==> src/rtl/cpu_pkg.sv <==
// Shared CPU definitions: opcodes, br_sig encodings, condition codes, decode FSM states
// and the ID/EX bundle layout.
package cpu_pkg;

  localparam logic [3:0] OP_LW  = 4'd8;
  localparam logic [3:0] OP_SW  = 4'd9;
  localparam logic [3:0] OP_LLB = 4'd10;
  localparam logic [3:0] OP_LHB = 4'd11;
  localparam logic [3:0] OP_B   = 4'd12;
  localparam logic [3:0] OP_BR  = 4'd13;
  localparam logic [3:0] OP_PCS = 4'd14;
  localparam logic [3:0] OP_HLT = 4'd15;

  localparam logic [1:0] BR_SEQ = 2'b00;
  localparam logic [1:0] BR_REL = 2'b01;
  localparam logic [1:0] BR_REG = 2'b10;

  localparam logic [2:0] CC_NE = 3'b000;
  localparam logic [2:0] CC_EQ = 3'b001;
  localparam logic [2:0] CC_GT = 3'b010;
  localparam logic [2:0] CC_LT = 3'b011;
  localparam logic [2:0] CC_GE = 3'b100;
  localparam logic [2:0] CC_LE = 3'b101;
  localparam logic [2:0] CC_OV = 3'b110;
  localparam logic [2:0] CC_AL = 3'b111;

  typedef enum logic {RUN, HALT} state_t;

  typedef struct packed {
    logic        valid;
    logic [3:0]  opcode;
    logic [3:0]  rd;
    logic [15:0] data1;
    logic [15:0] data2;
    logic [15:0] imm;
    logic [15:0] pc;
    logic        reg_write;
    logic        mem_read;
    logic        mem_write;
    logic        halt;
  } idex_t;

  // flags are {Z,V,N}
  function automatic logic cond_true(input logic [2:0] cond, input logic [2:0] flags);
    logic z, v, n;
    z = flags[2];
    v = flags[1];
    n = flags[0];
    case (cond)
      CC_NE:   cond_true = !z;
      CC_EQ:   cond_true = z;
      CC_GT:   cond_true = !z && !n;
      CC_LT:   cond_true = n;
      CC_GE:   cond_true = z || !n;
      CC_LE:   cond_true = z || n;
      CC_OV:   cond_true = v;
      default: cond_true = 1'b1;
    endcase
  endfunction

endpackage

==> src/rtl/hazard_unit.sv <==
// Combinational hazard detection and branch resolution for the instruction held in IF/ID.
module hazard_unit
  import cpu_pkg::*;
(
  input  logic       valid,
  input  logic [3:0] opcode,
  input  logic [3:0] src1,
  input  logic [3:0] src2,
  input  logic [2:0] cond,
  input  logic [2:0] flag_bits,
  input  logic       ex_mem_read,
  input  logic       ex_sets_flags,
  input  logic [3:0] ex_rd,
  output logic       stall,
  output logic       taken
);

  logic uses1, uses2, is_branch, load_use, flag_haz;

  always_comb begin
    // B, PCS and HLT read no registers; only ALU ops and SW read the second port
    uses1     = (opcode != OP_B) && (opcode != OP_PCS) && (opcode != OP_HLT);
    uses2     = (opcode < OP_LW) || (opcode == OP_SW);
    is_branch = (opcode == OP_B) || (opcode == OP_BR);
    load_use  = valid && ex_mem_read &&
                ((uses1 && (ex_rd == src1)) || (uses2 && (ex_rd == src2)));
    flag_haz  = valid && ex_sets_flags && is_branch;
    stall     = load_use || flag_haz;
    taken     = valid && is_branch && !stall && cond_true(cond, flag_bits);
  end

endmodule

==> src/rtl/decode_stage.sv <==
// Decode stage: IF/ID register, decode, branch resolution, hazard stalls, HLT freeze and
// the registered ID/EX bundle.
//   state | meaning
//   RUN   | normal issue; stalls and flushes handled per edge
//   HALT  | HLT issued; PC held, IF/ID frozen, ID/EX bubbles until rst
module decode_stage
  import cpu_pkg::*;
#(
  parameter logic [15:0] NOP_INSTR = 16'h0000
) (
  input  logic        clk,
  input  logic        rst,
  input  logic [15:0] if_pc,
  input  logic [15:0] if_instr,
  input  logic [2:0]  flag_bits,
  input  logic        ex_mem_read,
  input  logic        ex_sets_flags,
  input  logic [3:0]  ex_rd,
  input  logic [15:0] rf_data1,
  input  logic [15:0] rf_data2,
  output logic [3:0]  rf_addr1,
  output logic [3:0]  rf_addr2,
  output logic        pc_write_en,
  output logic [1:0]  br_sig,
  output logic [15:0] src_data1,
  output logic        idex_valid,
  output logic [3:0]  idex_opcode,
  output logic [3:0]  idex_rd,
  output logic [15:0] idex_data1,
  output logic [15:0] idex_data2,
  output logic [15:0] idex_imm,
  output logic [15:0] idex_pc,
  output logic        idex_reg_write,
  output logic        idex_mem_read,
  output logic        idex_mem_write,
  output logic        idex_halt
);

  state_t      state, next_state;
  logic        ifid_valid;
  logic [15:0] ifid_instr, ifid_pc;
  idex_t       idex_q, idex_next;

  logic [3:0]  op;
  logic [15:0] imm;
  logic        stall, taken, halted, br_taken, issue;

  hazard_unit u_hazard (
    .valid         (ifid_valid),
    .opcode        (op),
    .src1          (rf_addr1),
    .src2          (rf_addr2),
    .cond          (ifid_instr[11:9]),
    .flag_bits     (flag_bits),
    .ex_mem_read   (ex_mem_read),
    .ex_sets_flags (ex_sets_flags),
    .ex_rd         (ex_rd),
    .stall         (stall),
    .taken         (taken)
  );

  always_comb begin
    op       = ifid_instr[15:12];
    rf_addr1 = ((op == OP_LLB) || (op == OP_LHB)) ? ifid_instr[11:8] : ifid_instr[7:4];
    rf_addr2 = (op < OP_LW) ? ifid_instr[3:0] : ifid_instr[11:8];
    case (op)
      OP_LW, OP_SW:   imm = {{11{ifid_instr[3]}}, ifid_instr[3:0], 1'b0};
      OP_LLB, OP_LHB: imm = {8'h00, ifid_instr[7:0]};
      OP_B:           imm = {{7{ifid_instr[8]}}, ifid_instr[8:0]};
      OP_BR, OP_PCS,
      OP_HLT:         imm = 16'h0000;
      default:        imm = {12'h000, ifid_instr[3:0]};
    endcase
  end

  always_comb begin
    halted      = (state == HALT);
    br_taken    = taken && !halted;
    issue       = ifid_valid && !halted && !stall;
    pc_write_en = !halted && !stall;
    br_sig      = br_taken ? ((op == OP_B) ? BR_REL : BR_REG) : BR_SEQ;
    src_data1   = rf_data1;
    next_state  = state;
    if (issue && (op == OP_HLT)) next_state = HALT;
    idex_next = '0;
    if (issue) begin
      idex_next.valid     = 1'b1;
      idex_next.opcode    = op;
      idex_next.rd        = ifid_instr[11:8];
      idex_next.data1     = rf_data1;
      idex_next.data2     = rf_data2;
      idex_next.imm       = imm;
      idex_next.pc        = ifid_pc;
      idex_next.reg_write = (op < OP_SW) || (op == OP_LLB) || (op == OP_LHB) || (op == OP_PCS);
      idex_next.mem_read  = (op == OP_LW);
      idex_next.mem_write = (op == OP_SW);
      idex_next.halt      = (op == OP_HLT);
    end
  end

  always_ff @(posedge clk or posedge rst) begin
    if (rst) begin
      state      <= RUN;
      ifid_valid <= 1'b0;
      ifid_instr <= NOP_INSTR;
      ifid_pc    <= 16'h0000;
      idex_q     <= '0;
    end else begin
      state  <= next_state;
      idex_q <= idex_next;
      if (halted || stall) begin
        ifid_valid <= ifid_valid;
      end else if (br_taken) begin
        ifid_valid <= 1'b0;
        ifid_instr <= NOP_INSTR;
      end else begin
        ifid_valid <= 1'b1;
        ifid_instr <= if_instr;
        ifid_pc    <= if_pc;
      end
    end
  end

  assign idex_valid     = idex_q.valid;
  assign idex_opcode    = idex_q.opcode;
  assign idex_rd        = idex_q.rd;
  assign idex_data1     = idex_q.data1;
  assign idex_data2     = idex_q.data2;
  assign idex_imm       = idex_q.imm;
  assign idex_pc        = idex_q.pc;
  assign idex_reg_write = idex_q.reg_write;
  assign idex_mem_read  = idex_q.mem_read;
  assign idex_mem_write = idex_q.mem_write;
  assign idex_halt      = idex_q.halt;

endmodule

==> config.mk <==
export PLATFORM = sky130hd
export DESIGN_NAME = decode_stage
export DESIGN_NICKNAME = d
export VERILOG_FILES = /design/src/rtl/cpu_pkg.sv /design/src/rtl/hazard_unit.sv /design/src/rtl/decode_stage.sv
export SDC_FILE = /design/constraint.sdc
export NUM_CORES = 1
export LEC_CHECK = 0
export CAP_MARGIN = 0
export CORE_MARGIN = 4
export CORE_UTILIZATION = 42
export CTS_CLUSTER_DIAMETER = 40
export DETAILED_ROUTE_END_ITERATION = 12
export PLACE_DENSITY_LB_ADDON = 0.15
export SETUP_SLACK_MARGIN = 0.2
export SYNTH_ARGS = -nofsm -noshare
export SYNTH_HDL_FRONTEND = slang
export SYNTH_HIERARCHICAL = 1
export SYNTH_SLANG_ARGS = --single-unit
==> constraint.sdc <==
create_clock -name clk -period 4.3 [get_ports clk]
set_input_delay 0.645 -clock clk [delete_from_list [all_inputs] [get_ports clk]]
set_output_delay 0.645 -clock clk [all_outputs]
set_load 0.005 [all_outputs]
==> metrics.yaml, run 1 <==
timing:
  worst-slew-pin-transition_ps: 601
  max_freq_mhz: 263
  post-route-period-util_pct: 88.4
  finalSetupViolations: 0
  worst_slew_margin_rel_pct: 59.8
  rsz_0062_raised_after_global_routing: "false"
  worst_clock_skew_ps: 9.92
  layout_min_cycle_time_ps: 3800
  slew_violations: 0
  final-hold-violation-count: 0
  timing.final.ws_setup_ps: 497
  total_negative_slack_for_setup_checks_ps: 0
route:
  detail_route.vias_per_cell: 4.77
  detailedRoute.firstPassIterationCount: 4
  detailedRoute.firstIterationViolations: 156
  remaining_drc_errors: 0
  dr_wl_cell_um: 15.9
  postRouteWirelength_mm: 9.59
  drtAntennaViolNets: 0
  num_vias: 2875
cells_and_area:
  drive_above_1_share_pct: 11.0
  antennaDiodeCount: 0
  nets: 545
  area_growth_syn_to_layout_pct: 47.2
  final_util_pct: 64.7
  fillerInstances: 738
  design_area_sq_mm: 0.00609
hold_path:
  capture_endpoint_of_the_worst_hold_path: "idex_pc[0]$_DFF_PP0_"
  hold_depth: 1
  min_path_type: "reg -> reg"
  min_from: "ifid_pc[0]$_DFFE_PP0P_"
placed_design:
  numPortBuffers: 178
  detailedPlace.worstSlack_ps: 845
  placed_cell_area_sq_mm: 0.00585
  detailed_place_hpwl_mm: 7.21
  place.gp.congestion: 0.821
clock_tree:
  clock_tree.root_cell: "clkbuf_8"
  ctsHtreeMaxLevel: 3
  clock-sinks: 104
  cts.repair_timing.setup_buffer_count: 0
  clock_insertion_delay_worst_skew_ps: 350
  clock_tree.buffer_depth: 2
  tritoncts_clock_tree: "done"
  cts_resized: 0
  ctsHoldBuffers: 0
  tritoncts.num_buffers: 9
  cts.clk_slew.worst_paths_ps: 80
floorplan:
  floorplan.die_area_sq_mm: 0.0115
  io_pins: 179
  core-area_sq_mm: 0.00942
  start_util_pct: 43.9
  row_count: 35
  chipHeight_um: 107
  fp.dieW_um: 107
run_status:
  result_of_the_run: "finished clean"
synthesis:
  synth_top_cell_area_share_pct: 62.9
  yosys.cell_types.count: 45
  syn_nets: 388
  syn-instance-count: 313
  post-synth-top-area-cell: "dfrtp_1"
  synth.yosys.seq_area_share_pct: 62.9
  netlist_top_cells_count: "104 x dfrtp_1, 54 x and2_1, 25 x buf_4"
  synthTopCellsByArea: "dfrtp_1 63%, and2_1 8.2%, mux2_2 6.5%"
  synth_top_flop_cell: "dfrtp_1"
  syn_avg_cell_area_sq_um: 13.2
  postSynthRegisterBits: 104
  syn-cell-area_sq_mm: 0.00414
  synth_edf_count: 0
  async_flop_share_pct: 100
  yosys_warnings: 6
  post-synth-top-count-cell: "dfrtp_1"
global_routing:
  grt_antenna_before_repair: 0
  global_route_wire_length_before_repair_mm: 15.1
  pin_count_of_the_biggest_net_entering_global_routing: 61
  grt_use_total_pct: 17.0
  grt_pass1_vias: 2952
  grt_remaining_overflow: 0
power_and_ir_drop:
  power.share.clock_pct: 17.5
  power_per_cell_area_mw_per_mm2: 667
  intPower_uw: 2810
  pwr-share-seq_pct: 39.1
  switching_share_pct: 30.9
  net_switching_uw: 1250
  vdd_drop_max_uv: 419
  total_power_uw: 4060
  comb_power_share_pct: 43.4
  static-leakage-power_uw: 0.00265
critical_path:
  endpoint_kind: "output pin"
  rrSetupSlack_ps: 1050
  timing.critical_path.required_ps: 3650
  setup.worst_path.class: "reg -> out"
  timing.rr.start: "ifid_instr[14]$_DFFE_PP0P_"
  worst-path-max-fanout: 13
  worstSetupStartpointType: "flip-flop"
  crit_arrival_ps: 3160
  worst_r2r_endpoint: "ifid_pc[0]$_DFFE_PP0P_"
  r2r_depth: 10
flow_run:
  max-cap-violations: 0
kinds of logic after synthesis:
| logic type | count (synthesis) | synth area share, % |
|---|---|---|
| mux | 24 | 6.54 |
| xor+xnor | 8 | 1.69 |
| simple gates | 94 | 14.6 |
| compound gates | 40 | 6.90 |
| flops | 104 | 62.9 |
| fa+ha+maj | 1 | 0.242 |
| buf+inv | 42 | 7.11 |
power by group through the flow:
stage	sequential, uW	combinational (uW)	clock, uW
floorplan	1580	981	0
global placement	1590	1770	0
detailed placement	1610	1790	0
CTS	1590	1800	734
global route	1650	1930	774
finish	1590	1760	712
critical path, cell delays in order (launching register included):
cell and delay, ps:
dfrtp_1 530, and3b_1 440, mux2_2 390, xor2_1 160, a31oi_1 60, nand4_1 140
and4_1 350, nor3b_1 210, clkdlybuf4s50_1 530
area by class of cell:
class	count	area [sq um]	share of cell area, %
sequential	104	2600	42.7
timing repair buffer	182	1810	29.8
multi-input combinational	167	1240	20.3
tap	129	161	2.65
clock buffer	10	138	2.26
clock inverter	5	104	1.71
inverter	6	32.5	0.534
worst max-delay path by stage:
stage | startpoint | end | slack, ps | depth (start not counted)
5_1_grt | ifid_instr[14]$_DFFE_PP0P_ | br_sig[1] | 220 | 8
4_1_cts | ifid_instr[14]$_DFFE_PP0P_ | br_sig[1] | 480 | 8
6_report | ifid_instr[14]$_DFFE_PP0P_ | br_sig[1] | 500 | 8
2_1_floorplan | rst | halted$_DFFE_PP0P_ | 920 | 1
3_5_place_dp | flag_bits[0] | br_sig[0] | 850 | 7
3_3_place_gp | flag_bits[0] | br_sig[0] | 900 | 7
registers in the layout, indices dropped and copies added (netlist names), 4 cells and up:
register / count
idex_opcode: 4
ifid_instr: 16
idex_rd: 4
idex_data2: 16
idex_imm: 9
idex_pc: 16
ifid_pc: 16
idex_data1: 16
placed cells by master (no fill, tap or decap), drive strengths merged, types with 4 or more instances in the layout:
master	instances
clkdlybuf4s50	178
dfrtp	104
and2	54
mux2	24
a22o	16
clkbuf	10
nand2	10
a21oi	9
o21ai	6
xor2	6
inv	6
nor2	5
buf	4
stage by stage:
| step | hold WS, ps | instances |
|---|---|---|
| floorplan | 449 | 313 |
| global placement | 457 | 588 |
| detailed placement | 461 | 588 |
| CTS | 481 | 603 |
| global route | 503 | 603 |
| finish | 480 | 603 |
metal layers:
layer | wire length [um] | track usage (%) | vias to the layer above
met3 | 835 | 4.82 | 10
met2 | 4640 | 27.3 | 113
met5 | 0 | 0 | -
li1 | - | - | 1350
met4 | 104 | 4.75 | 0
met1 | 4010 | 22.5 | 1402
No activity file was read; power rests on OpenSTA's default activity.
==> inputs of run 2 (changes only) <==
--- a/config.mk
+++ b/config.mk
@@ -12,6 +12,7 @@
 export DETAILED_ROUTE_END_ITERATION = 12
 export PLACE_DENSITY_LB_ADDON = 0.15
 export SETUP_SLACK_MARGIN = 0.2
+export SKIP_CTS_REPAIR_TIMING = 1
 export SYNTH_ARGS = -nofsm -noshare
 export SYNTH_HDL_FRONTEND = slang
 export SYNTH_HIERARCHICAL = 1
==> results of run 2 <==
The final DEF is identical to that of run 1; final timing and power are the same.
